## src/rtl/writeback_arbiter_pkg.sv

```systemverilog
// Shared widths and helpers for the writeback arbiter slice.
package writeback_arbiter_pkg;

  localparam int unsigned REGISTER_NUMBER_LOG = 5;
  localparam int unsigned REGISTER_NUMBER     = 1 << REGISTER_NUMBER_LOG;
  localparam int unsigned DATA_WIDTH          = 32;
  localparam int unsigned LONG_FIFO_DEPTH     = 4;
  localparam int unsigned STARVE_LIMIT        = 8;

  // Ceiling log2 for elaboration-time width calculations.
  function automatic int unsigned clog2(input int unsigned value);
    int unsigned result;
    result = 0;
    for (int unsigned i = 0; i < 32; i++) begin
      if ((32'd1 << i) < value) result = i + 1;
    end
    return result;
  endfunction

endpackage

```

## src/rtl/writeback_arbiter_fifo.sv

```systemverilog
// Generic synchronous FIFO with per-slot valid bits and a flat index view.
module wb_fifo
  import writeback_arbiter_pkg::*;
#(
  parameter int unsigned DEPTH   = 4,
  parameter int unsigned WIDTH   = 37,
  parameter int unsigned INDEX_W = 5
) (
  input  logic                     clk,
  input  logic                     reset,
  input  logic                     push,
  input  logic [WIDTH-1:0]         push_data,
  input  logic                     pop,
  output logic [WIDTH-1:0]         head_data,
  output logic [clog2(DEPTH):0]    count,
  output logic [DEPTH-1:0]         entry_valid,
  output logic [DEPTH*INDEX_W-1:0] entry_index
);

  localparam int unsigned PTR_W = clog2(DEPTH);
  localparam int unsigned CNT_W = PTR_W + 1;

  logic [WIDTH-1:0] mem [DEPTH];
  logic [PTR_W-1:0] rd_ptr;
  logic [PTR_W-1:0] wr_ptr;
  logic             push_ok;
  logic             pop_ok;

  // Overflowing pushes and underflowing pops are dropped.
  assign push_ok   = push && (count < CNT_W'(DEPTH));
  assign pop_ok    = pop && (count != '0);
  assign head_data = mem[rd_ptr];

  // Storage, pointers and occupancy; pointers wrap naturally (power-of-two depth).
  always_ff @(posedge clk or negedge reset) begin
    if (!reset) begin
      rd_ptr      <= '0;
      wr_ptr      <= '0;
      count       <= '0;
      entry_valid <= '0;
      for (int unsigned i = 0; i < DEPTH; i++) mem[i] <= '0;
    end else begin
      if (push_ok) begin
        mem[wr_ptr]         <= push_data;
        entry_valid[wr_ptr] <= 1'b1;
        wr_ptr              <= wr_ptr + PTR_W'(1);
      end
      if (pop_ok) begin
        entry_valid[rd_ptr] <= 1'b0;
        rd_ptr              <= rd_ptr + PTR_W'(1);
      end
      count <= count + CNT_W'(push_ok) - CNT_W'(pop_ok);
    end
  end

  // Index field (top bits of each entry) flattened for hazard reductions.
  always_comb begin
    entry_index = '0;
    for (int unsigned i = 0; i < DEPTH; i++) begin
      entry_index[i*INDEX_W +: INDEX_W] = mem[i][WIDTH-1 -: INDEX_W];
    end
  end

endmodule

```

## src/rtl/writeback_arbiter.sv

```systemverilog
// Register-file write port owner: ALU results win, long results queue behind
// them, and a starvation counter forces a FIFO drain after a bounded wait.
module writeback_arbiter
  import writeback_arbiter_pkg::*;
#(
  parameter int unsigned REGISTER_NUMBER_LOG = writeback_arbiter_pkg::REGISTER_NUMBER_LOG,
  parameter int unsigned DATA_WIDTH          = writeback_arbiter_pkg::DATA_WIDTH,
  parameter int unsigned LONG_FIFO_DEPTH     = writeback_arbiter_pkg::LONG_FIFO_DEPTH,
  parameter int unsigned STARVE_LIMIT        = writeback_arbiter_pkg::STARVE_LIMIT
) (
  input  logic                                clk,
  input  logic                                reset,
  input  logic                                aluValid,
  input  logic [REGISTER_NUMBER_LOG-1:0]      aluIndex,
  input  logic [DATA_WIDTH-1:0]               aluValue,
  output logic                                aluStall,
  input  logic                                longValid,
  output logic                                longReady,
  input  logic [REGISTER_NUMBER_LOG-1:0]      longIndex,
  input  logic [DATA_WIDTH-1:0]               longValue,
  output logic                                writeEnable,
  output logic [REGISTER_NUMBER_LOG-1:0]      writeIndex,
  output logic [DATA_WIDTH-1:0]               writeValue,
  output logic [(1<<REGISTER_NUMBER_LOG)-1:0] pendingMask,
  output logic [clog2(LONG_FIFO_DEPTH):0]     fifoCount
);

  localparam int unsigned ENTRY_W = REGISTER_NUMBER_LOG + DATA_WIDTH;
  localparam int unsigned CNT_W   = clog2(LONG_FIFO_DEPTH) + 1;
  localparam int unsigned WAIT_W  = clog2(STARVE_LIMIT + 1);

  logic [ENTRY_W-1:0]                         head_data;
  logic [LONG_FIFO_DEPTH-1:0]                 entry_valid;
  logic [LONG_FIFO_DEPTH*REGISTER_NUMBER_LOG-1:0] entry_index;
  logic [WAIT_W-1:0]                          wait_count;
  logic                                       fifo_empty;
  logic                                       long_push;
  logic                                       pop_sel;
  logic                                       alu_sel;

  // Long-path queue; index-0 results complete the handshake but are not stored.
  wb_fifo #(
    .DEPTH   (LONG_FIFO_DEPTH),
    .WIDTH   (ENTRY_W),
    .INDEX_W (REGISTER_NUMBER_LOG)
  ) u_fifo (
    .clk         (clk),
    .reset       (reset),
    .push        (long_push),
    .push_data   ({longIndex, longValue}),
    .pop         (pop_sel),
    .head_data   (head_data),
    .count       (fifoCount),
    .entry_valid (entry_valid),
    .entry_index (entry_index)
  );

  assign fifo_empty = (fifoCount == '0);
  assign longReady  = (fifoCount < CNT_W'(LONG_FIFO_DEPTH));
  assign long_push  = longValid && longReady && (longIndex != '0);
  assign aluStall   = (wait_count == WAIT_W'(STARVE_LIMIT)) && !fifo_empty;

  // Source selection: forced drain, then ALU, then opportunistic drain.
  always_comb begin
    pop_sel = 1'b0;
    alu_sel = 1'b0;
    if (aluStall) begin
      pop_sel = 1'b1;
    end else if (aluValid && (aluIndex != '0)) begin
      alu_sel = 1'b1;
    end else if (!fifo_empty) begin
      pop_sel = 1'b1;
    end
  end

  // Registered write port; index and data held at zero when idle.
  always_ff @(posedge clk or negedge reset) begin
    if (!reset) begin
      writeEnable <= 1'b0;
      writeIndex  <= '0;
      writeValue  <= '0;
    end else if (alu_sel) begin
      writeEnable <= 1'b1;
      writeIndex  <= aluIndex;
      writeValue  <= aluValue;
    end else if (pop_sel) begin
      writeEnable <= 1'b1;
      writeIndex  <= head_data[ENTRY_W-1 -: REGISTER_NUMBER_LOG];
      writeValue  <= head_data[DATA_WIDTH-1:0];
    end else begin
      writeEnable <= 1'b0;
      writeIndex  <= '0;
      writeValue  <= '0;
    end
  end

  // Cycles the current FIFO head has waited; saturates so the stall lasts one cycle.
  always_ff @(posedge clk or negedge reset) begin
    if (!reset) begin
      wait_count <= '0;
    end else if (pop_sel || fifo_empty) begin
      wait_count <= '0;
    end else if (wait_count != WAIT_W'(STARVE_LIMIT)) begin
      wait_count <= wait_count + WAIT_W'(1);
    end
  end

  // Destinations of queued long results, for decode hazard checks.
  always_comb begin
    pendingMask = '0;
    for (int unsigned i = 0; i < LONG_FIFO_DEPTH; i++) begin
      if (entry_valid[i]) begin
        pendingMask[entry_index[i*REGISTER_NUMBER_LOG +: REGISTER_NUMBER_LOG]] = 1'b1;
      end
    end
    pendingMask[0] = 1'b0;
  end

endmodule

```

## config.mk

```make
export PLATFORM = sky130hd
export DESIGN_NAME = writeback_arbiter
export DESIGN_NICKNAME = d
export VERILOG_FILES = /design/src/rtl/writeback_arbiter_pkg.sv /design/src/rtl/writeback_arbiter_fifo.sv /design/src/rtl/writeback_arbiter.sv
export SDC_FILE = /design/constraint.sdc
export NUM_CORES = 1
export LEC_CHECK = 0
export BUFFER_PORTS_ARGS = -buffer_cell sky130_fd_sc_hd__buf_4
export CAP_MARGIN = 10
export CORE_ASPECT_RATIO = 0.8
export CORE_MARGIN = 1
export CORE_UTILIZATION = 57
export DETAILED_ROUTE_END_ITERATION = 8
export PLACE_DENSITY = 0.83
export SLEW_MARGIN = 5
export SYNTH_ARGS = -nofsm -noshare
export SYNTH_HDL_FRONTEND = slang
export SYNTH_SLANG_ARGS = --single-unit
```

## constraint.sdc

```tcl
create_clock -name clk -period 2.95 [get_ports clk]
set_input_delay 0.295 -clock clk [delete_from_list [all_inputs] [get_ports clk]]
set_output_delay 0.295 -clock clk [all_outputs]
set_load 0.02 [all_outputs]
```

==> results of run 1 <==
cell usage in the layout (no fill, tap or decap), drive strengths merged, types with 11 or more instances in the layout:
master / n
a22o: 37
mux4: 37
clkbuf: 34
dfrtp: 201
nand2: 14
nor2: 20
mux2: 150
buf: 170
o221ai: 17
inv: 13
nand3b: 13
a22oi: 12
o22ai: 13
ha: 11
per-layer routing:
layer  GRT usage (%)  part of all wire (%)  vias up  wire length (um)
li1                -                     -     2858                 -
met1            40.7                    42     3477             10600
met2            45.3                    48      348             12100
met3            5.89                   8.1       52              2050
met4            8.42                   1.9        0               485
met5               0                     0        -                 0
cells by family after synthesis:
logic type | after synthesis | synth area share, %
flip-flops | 201 | 50.7
multiplexers | 187 | 27.6
AO/OA/AOI/OAI | 109 | 8.82
AND/OR/NAND/NOR | 99 | 6.21
buffers and inverters | 62 | 4.53
adder cells (fa/ha/maj) | 12 | 1.59
XOR/XNOR | 6 | 0.530
other | 1 | 0.0378
worst max-delay path, stage by stage, from the launching register on:
cell and delay [ns]:
dfrtp_1 0.41, inv_1 0.08, ha_1 0.15, nand3b_1 0.14, o21ai_1 0.43, nor2_4 0.04, mux2_2 0.27, ha_1 0.19
fa_1 0.38, xnor2_1 0.20, xnor2_1 0.13
registers in the layout, indices dropped and copies added, names as in the netlist:
register and flops:
u_fifo.count 3, u_fifo.wr_ptr 2, writeIndex 5, writeEnable 1, wait_count 4, u_fifo.entry_index 20
u_fifo.rd_ptr 2, u_fifo.mem 128, u_fifo.entry_valid 4, writeValue 32
through the flow:
stage | instances | hold slack [ns] | utilization, % | worst slack, ns
6_report | 1056 | 0.0296 | 70.3 | 0.446
5_1_grt | 1056 | 0.0238 | 70.3 | 0.256
4_1_cts | 1056 | 0.0210 | 70.3 | 0.423
3_5_place_dp | 1019 | 0.458 | 66.5 | 0.397
3_3_place_gp | 1019 | 0.436 | 66.5 | 0.423
2_1_floorplan | 677 | -0.000591 | - | 0.582
timing repair:
action	CTS	global route
buffers inserted	0	0
hold buffers	1	0
endpoints found under the setup margin	0	0
hold endpoints to repair	101	0
cell type report:
cell class / instances / area (sq um)
clock inverters: 3 / 26.3
fillers: 1085 / 4970
clock buffers: 33 / 611
inverters: 13 / 48.8
multi-input cells: 414 / 4450
flip-flops and latches: 201 / 5030
repair buffers: 172 / 1350
well taps: 220 / 275
synthesized netlist by cell type (8+ instances only):
library cell,count,area [sq um]
a21oi_1,9,45.0
o221ai_1,17,149
ha_1,11,138
nor3b_1,8,60.1
mux2_4,57,856
nor2_1,18,67.6
mux2_2,92,1040
clkbuf_1,21,78.8
nand2_1,10,37.5
buf_12,9,180
a22o_1,37,324
buf_4,9,67.6
o22ai_1,13,81.3
dfrtp_1,201,5030
nand3b_1,13,97.6
a22oi_1,12,90.1
a221o_1,9,90.1
inv_1,13,48.8
mux4_2,37,833
power by group:
part,switching [mW],internal [mW]
clock,1.03,1.42
combinational,2.55,3.17
sequential,1.17,4.10
worst min path at each step:
stage,endpoint,depth (start not counted)
after CTS,writeValue[30],2
after global routing,writeValue[2],2
after floorplan,u_fifo.count[0],0
after global placement,writeValue[24],1
after detailed placement,writeValue[26],1
final,writeValue[30],2
==> metrics.md, run 1 <==
| Metric | Value |
|---|---|
| Worst Tran Pin Value | `0.909 ns` |
| RSZ-0062 raised after global routing | `no` |
| Crit path max fanout | `6` |
| Detail Route Antenna Nets | `0` |
| DP Wirelength | `17,000 um` |
| DRC | `0` |
| Die area | `17,900 sq um` |
| Layout cells sized above 1 | `roughly half` |
| Hold crit path type | `in2reg` |
| Kind of critical path | `reg2reg` |
| Post-synth EDFFs | `0` |
| Setup crit start kind | `flip-flop` |
| WL per Instance | `between 20 and 25 um` |
| Final TNS setup | `0 ns` |
| Row cnt | `42` |
| DRT iter0 DRCs | `roughly 600` |
| Post-DP Area | `~11,000 sq um` |
| Period utilisation layout | `84.9%` |
| Area grow syn2layout | `18.8%` |
| Final setup fails | `0` |
| CTS Sinks | `201` |
| Hold path startpoint | `aluValue[30]` |
| GRT overflow | `0` |
| Synth Warn # | `0` |
| Vias in the first global route | `7,206` |
| Core Box Area | `16,800 sq um` |
| Initial antenna violation count | `0` |
| Distinct cells, synth | `50` |
| Syn avg cell area | `14.7 sq um` |
| Nets | `913` |
| CTS clk-pin slew, worst paths | `0.06 ns` |
| Reg2reg start | `wait_count[0]` |
| VDD IR max | `605 uV` |
| Tmin final | `2.50 ns` |
| First-pass GRT wire length | `39,500 um` |
| Clock skew | `0.00767 ns` |
| Gp weighted congestion | `0.925` |
| CTS tree | `yes` |
| Synth Register Bits | `201` |
| Worst endpoint required time | `~3.4 ns` |
| Post-CTS Resized | `0` |
| Slew Limit Fails | `0` |
| Post-synth net total | `~770` |
| Max Clk Rate | `399 MHz` |
| Worst setup path startpoint | `wait_count[0]` |
| Ports | `between 150 and 200` |
| Register area share after synthesis | `50.7%` |
| Total CTS buffers | `21` |
| Drt pass-1 iters | `5` |
| Clock latency on the worst-skew pair | `0.48 ns` |
| Via Count | `6,735` |
| Design Area, Final | `11,800 sq um` |
| Setup crit end | `u_fifo.count[2]` |
| # diodes | `0` |
| Vias per cell | `6.38` |
| Critical path capture point type | `flip-flop` |
| Pin count of the biggest net entering global routing | `106` |
| Max Buffers Root-to-Sink | `3` |
| Tot GR Track Use | `28.8%` |
| Synthesized area | `9920 sq um` |
| Ys flop type | `dfrtp_1` |
| Max H-tree Level | `1` |
| Ys async rst share | `100%` |
| Clk root buf | `clkbuf_16` |
| Worst endpoint data arrival time | `roughly 2.9 ns` |
| Worst relative slew slack | `39.3%` |
| Die H | `around 120 um` |
| Outcome | `finished, final reports clean` |
| Design Power | `around 13 mW` |
| R2R depth | `10` |
| Max-cap viol count | `0` |
| Leakage | `about 5.5 nW` |
| Initial Utilization | `59.2%` |
| Final Hold Viols | `0` |
| Pwr Density | `approximately 1100 nW/um^2` |
| FF-to-FF setup slack | `0.45 ns` |
| Synthesized instance count | `just under 700` |
| Worst r2r dst | `u_fifo.count[2]` |
| Chip width | `149 um` |
| Total wire length | `25,300 um` |
| Number of I/O port buffers | `151` |
Power figures use the tool's default switching activity.
==> run 2, diff against run 1 <==
clock period = 2.5 ns   (was 2.95 ns; I/O delays follow)
==> run 2 against run 1 <==
  * Routed wire length is 1.8% higher
  * Core utilization is 2.9 points higher
  * Clock skew is 0.0027 ns higher
==> metrics.md, run 2 (same netlist as run 1, synthesis figures left out) <==
| Metric | Value |
|---|---|
| Outcome | `finished, final reports clean` |
| Core Box Area | `16,800 sq um` |
| Vias in the first global route | `7,311` |
| RSZ-0062 raised after global routing | `no` |
| R2R depth | `10` |
| Clock skew | `0.0104 ns` |
| Drt pass-1 iters | `5` |
| Area grow syn2layout | `23.7%` |
| Max Buffers Root-to-Sink | `3` |
| Vias per cell | `~6.3` |
| Layout cells sized above 1 | `48.0%` |
| WL per Instance | `23.4 um` |
| DRT iter0 DRCs | `642` |
| Design Power | `16.2 mW` |
| DRC | `0` |
| CTS Sinks | `201` |
| Total wire length | `25,700 um` |
| Max Clk Rate | `approximately 420 MHz` |
| Hold_ws | `0.000481 ns` |
| WHS Path Cells | `2` |
| Nets | `between 900 and 1,000` |
| Hold crit path type | `in2reg` |
| Detail Route Antenna Nets | `0` |
| Postcts setup bufs | `0` |
| Number of I/O port buffers | `151` |
| Slew Limit Fails | `0` |
| Total CTS buffers | `21` |
| First-pass GRT wire length | `40,400 um` |
| Most common cell after layout, fill and taps aside | `dfrtp_1` |
| Chip width | `about 150 um` |
| Worst endpoint data arrival time | `~2.1 ns` |
| Leakage | `5.73 nW` |
| Final setup fails | `0` |
| Die H | `~120 um` |
| Pin count of the biggest net entering global routing | `72` |
| Kind of critical path | `reg2out` |
| Die area | `17,900 sq um` |
| Number of flip-flops in the largest register | `roughly 130` |
| VDD IR max | `738 uV` |
| Design Area, Final | `between 10,000 and 15,000 sq um` |
| Critical path capture point type | `output port` |
| # diodes | `0` |
| Clock latency on the worst-skew pair | `around 0.48 ns` |
| Ports | `about 150` |
| Post-DP Area | `roughly 11,000 sq um` |
| Largest reg by FF count | `u_fifo.mem` |
| Final Hold Viols | `0` |
| Initial Utilization | `about three fifths` |
| Worst relative slew slack | `56.5%` |
| Final TNS setup | `0 ns` |
| Gp weighted congestion | `0.895` |
| Setup crit start kind | `flip-flop` |
| GRT overflow | `0` |
| CTS tree | `yes` |
| Pwr Density | `1320 nW/um^2` |
| Tot GR Track Use | `29.5%` |
| Row cnt | `42` |
| Tmin final | `roughly 2.4 ns` |
| Max-cap viol count | `0` |
| Via Count | `6,963` |
| Most frequent cells in the layout | `199 x dfrtp_1, 171 x buf_4, 92 x mux2_2, 57 x mux2_4` |
| Clk root buf | `clkbuf_16` |
| Max H-tree Level | `1` |
| Worst endpoint required time | `roughly 2.3 ns` |
| CTS clk-pin slew, worst paths | `roughly 0.06 ns` |
| DP Wirelength | `17,200 um` |
| Worst Tran Pin Value | `0.653 ns` |
| Crit path max fanout | `13` |
| Period utilisation layout | `a little over nine tenths` |
| Initial antenna violation count | `0` |
run 2: final timing paths:
check / end / startpoint / slack, ns
min in group asynchronous: u_fifo.mem[63] / reset / 0.34
worst max-delay path: pendingMask[9] / u_fifo.entry_index[8] / 0.11
max in group asynchronous: u_fifo.mem[130] / reset / 1.40
worst min-delay path: writeValue[27] / aluValue[27] / 0.0005
worst max register to register: u_fifo.count[2] / wait_count[0] / 0.18
worst min register to register: u_fifo.mem[26] / u_fifo.mem[26] / 0.49
run 2: stage by stage:
step	utilization, %	setup slack (ns)	cells
floorplan	-	0.135	677
global placement	67.5	0.117	1031
detailed placement	67.5	0.136	1031
CTS	73.1	0.0534	1097
global route	73.2	0.0541	1097
finish	73.2	0.109	1097
run 2: power breakdown:
group	switching (mW)	leakage (nW)	total [mW]	internal, mW
Sequential	1.38	2.43	6.22	4.84
Combinational	3.07	2.98	7.00	3.94
Clock	1.24	0.317	2.94	1.69
run 2: repair_timing:
item	CTS	global route
resized for setup	0	4
setup endpoints to repair	0	1
hold buffers	29	0
endpoints found under the hold margin	94	0
run 2: worst max-delay path, stage by stage, from the launching register on:
cell     delay [ns]
dfrtp_1        0.64
or3b_2         0.54
o22ai_1        0.17
a221o_1        0.15
buf_4          0.15
run 2: layout make-up:
class                   instances  area [sq um]
clock buffers                  29           566
clock inverters                 8          72.6
fillers                      1017          4500
inverters                      13          48.8
multi-input cells             414          4460
flip-flops and latches        201          5030
well taps                     220           275
repair buffers                212          1810
run 2: per-layer routing:
metal	up-vias	GRT usage [%]	wire [um]
li1	2943	-	-
met3	51	4.98	1790
met2	322	48.1	12600
met5	-	0	0
met4	0	7.21	535
met1	3647	41.2	10800
==> run 3, diff against run 2 <==
CELL_PAD_IN_SITES_DETAIL_PLACEMENT = 2   (was default)
CELL_PAD_IN_SITES_GLOBAL_PLACEMENT = 2   (was default)
CORE_UTILIZATION = 40   (was 57)
==> run 3 against run 2 <==
  * Clock power is essentially flat
  * Maximum frequency is 2.1% lower
  * Die area up 42%
  * Largest cell class unchanged
  * Largest power group unchanged
==> metrics.md, run 3 (same netlist as run 1, synthesis figures left out) <==
| Metric | Value |
|---|---|
| Cell mode on critical path | `nor2_4` |
| Pin count of the biggest net entering global routing | `59` |
| Area grow syn2layout | `25.3%` |
| Clock latency on the worst-skew pair | `0.50 ns` |
| Tot GR Track Use | `between 20% and 30%` |
| Switching power | `6.51 mW` |
| Pwr Density | `1360 nW/um^2` |
| Clock skew | `0.0161 ns` |
| Max Clk Rate | `409 MHz` |
| CP top delay family | `simple AND/OR/NAND/NOR gates` |
| Setup crit start kind | `input port` |
| Crit-path cells | `dlygate4sd3_1, buf_4, or4_4, nor2_4, nor2_4, mux2_2, ha_1, fa_1, xnor2_2, xnor2_1` |
| Fill cells | `around 2,300` |
| Hold path startpoint | `longValue[4]` |
| Core Box Area | `24,300 sq um` |
| Ports | `153` |
| Gp weighted congestion | `0.857` |
| Comb pwr share | `44.7%` |
| WL per Instance | `29.7 um` |
| Leakage | `5.75 nW` |
| Max Buffers Root-to-Sink | `3` |
| CTS tree | `yes` |
| Clock power frac | `between 10% and 20%` |
| Largest reg by FF count | `u_fifo.mem` |
| Worst r2r dst | `u_fifo.count[2]` |
| Chip width | `178 um` |
| Die H | `143 um` |
| Tmin final | `between 2 and 2.5 ns` |
| End of the worst hold path | `u_fifo.mem[78]` |
| Kind of critical path | `in2reg` |
| Buffers plus inverters on the worst setup path | `2` |
| Vias in the first global route | `8,259` |
| Design Power | `16.9 mW` |
| VDD IR max | `646 uV` |
| Detail Route Antenna Nets | `0` |
| DP Wirelength | `22,000 um` |
| Design Area, Final | `12,400 sq um` |
| Clk root buf | `clkbuf_16` |
| DRT iter0 DRCs | `443` |
| Row cnt | `51` |
| Slew Limit Fails | `0` |
| First-pass GRT wire length | `53,300 um` |
| Number of flip-flops in the largest register | `128` |
| Sequential share of power | `a little under two fifths` |
| Final setup fails | `0` |
| Die area | `25,400 sq um` |
| Hold crit path type | `in2reg` |
| DP Cell Count | `1,129` |
| Max H-tree Level | `1` |
| CTS clk-pin slew, worst paths | `0.06 ns` |
| Nets | `between 900 and 1,000` |
| Outcome | `finished, final reports clean` |
| Crit path max fanout | `2` |
| GRT overflow | `0` |
| Layout cells sized above 1 | `about half` |
| FF-to-FF setup slack | `0.11 ns` |
| Total wire length | `35,600 um` |
| Reg2reg start | `wait_count[0]` |
| Initial Utilization | `40.8%` |
| Switching share of power | `roughly two fifths` |
| Worst relative slew slack | `between 50% and 60%` |
| R2R depth | `10` |
| Final TNS setup | `0 ns` |
| Worst endpoint required time | `2.88 ns` |
| Final Hold Viols | `0` |
| Vias per cell | `5.91` |
| CTS Sinks | `about 200` |
| Via Count | `between 7,000 and 8,000` |
| WHS Path Cells | `2` |
| Max-cap viol count | `0` |
| Worst path max stage delay | `0.54 ns` |
| Most frequent cells in the layout | `198 x dfrtp_1, 172 x buf_4, 92 x mux2_2, 57 x mux2_4` |
| Non-filler cells, final | `around 1,200` |
| Most common cell after layout, fill and taps aside | `dfrtp_1` |
| Internal | `10.4 mW` |
| Total CTS buffers | `21` |
| # diodes | `0` |
| DRC | `0` |
| Post-DP Area | `11,400 sq um` |
| Drt pass-1 iters | `5` |
| CP max stage cell | `dlygate4sd3_1` |
| Initial antenna violation count | `0` |
| Worst endpoint data arrival time | `roughly 2.8 ns` |
| Worst Tran Pin Value | `0.611 ns` |
| Number of I/O port buffers | `151` |
| Critical path capture point type | `flip-flop` |
| Period utilisation layout | `between 90% and 100%` |
-- run 3: cell types whose count changed in the layout (fill, tap and decap cells not counted), sizes merged --
cell	before	now
bufinv	1	0
clkinvlp	0	1
buf	182	184
clkinv	6	5
clkbuf	30	29
inv	14	13
dlygate4sd3	29	33
-- run 3: how the worst max path moves through the flow --
| stage | startpoint | to | slack [ns] | depth (start not counted) |
|---|---|---|---|---|
| global placement | aluIndex[1] | u_fifo.count[2] | 0.09 | 9 |
| CTS | aluIndex[3] | writeValue[15] | 0.02 | 9 |
| detailed placement | aluIndex[1] | u_fifo.count[2] | 0.03 | 9 |
| floorplan | u_fifo.count[2] | u_fifo.count[2] | 0.13 | 8 |
| finish | aluIndex[3] | u_fifo.count[2] | 0.06 | 10 |
| global route | wait_count[0] | u_fifo.count[2] | -0.01 | 10 |
-- run 3: cell type report --
class	instances	area, sq um	area share, %
Clock buffer	28	582	4.68
Clock inverter	6	36.3	0.292
Multi-Input combinational cell	414	4470	35.9
Inverter	13	48.8	0.393
Sequential cell	201	5030	40.5
Tap cell	318	398	3.20
Timing Repair Buffer	218	1870	15.0
-- run 3: worst register-to-register path, cell delays in order, from the launching register on --
cell,delay (ns)
dfrtp_1,0.39
inv_1,0.06
ha_1,0.19
nand3b_1,0.16
nand2_1,0.07
o21ba_2,0.22
mux2_2,0.27
ha_1,0.19
fa_1,0.41
xnor2_2,0.16
xnor2_1,0.14
-- run 3: stage by stage --
step / worst slack (ns) / hold slack, ns / util, %
6_report: 0.0571 / 0.0145 / 51.1
5_1_grt: -0.0114 / 0.0128 / 51.1
4_1_cts: 0.0180 / 0.00262 / 51.0
3_5_place_dp: 0.0269 / 0.253 / 47.1
3_3_place_gp: 0.0900 / 0.237 / 47.1
2_1_floorplan: 0.135 / -0.0456 / -
-- run 3: layer usage --
metal | GRT usage, % | wire (um)
met5 | 0 | 0
met4 | 9.94 | 1130
met3 | 4.34 | 1890
met2 | 50.8 | 18800
met1 | 35.5 | 13800
-- run 3: repair_timing --
item / CTS / global route
endpoints found under the hold margin: 83 / 0
hold buffers: 33 / 0
resized for setup: 0 / 6
setup endpoints to repair: 0 / 28
setup buffers: 0 / 2
-- run 3: power groups by stage --
stage	clock, mW	combinational, mW	sequential [mW]
global placement	0	6.82	5.98
detailed placement	0	7.21	6.24
global route	3.12	7.98	6.53
finish	2.96	7.57	6.40
floorplan	0	4.86	5.87
CTS	2.99	7.45	6.31
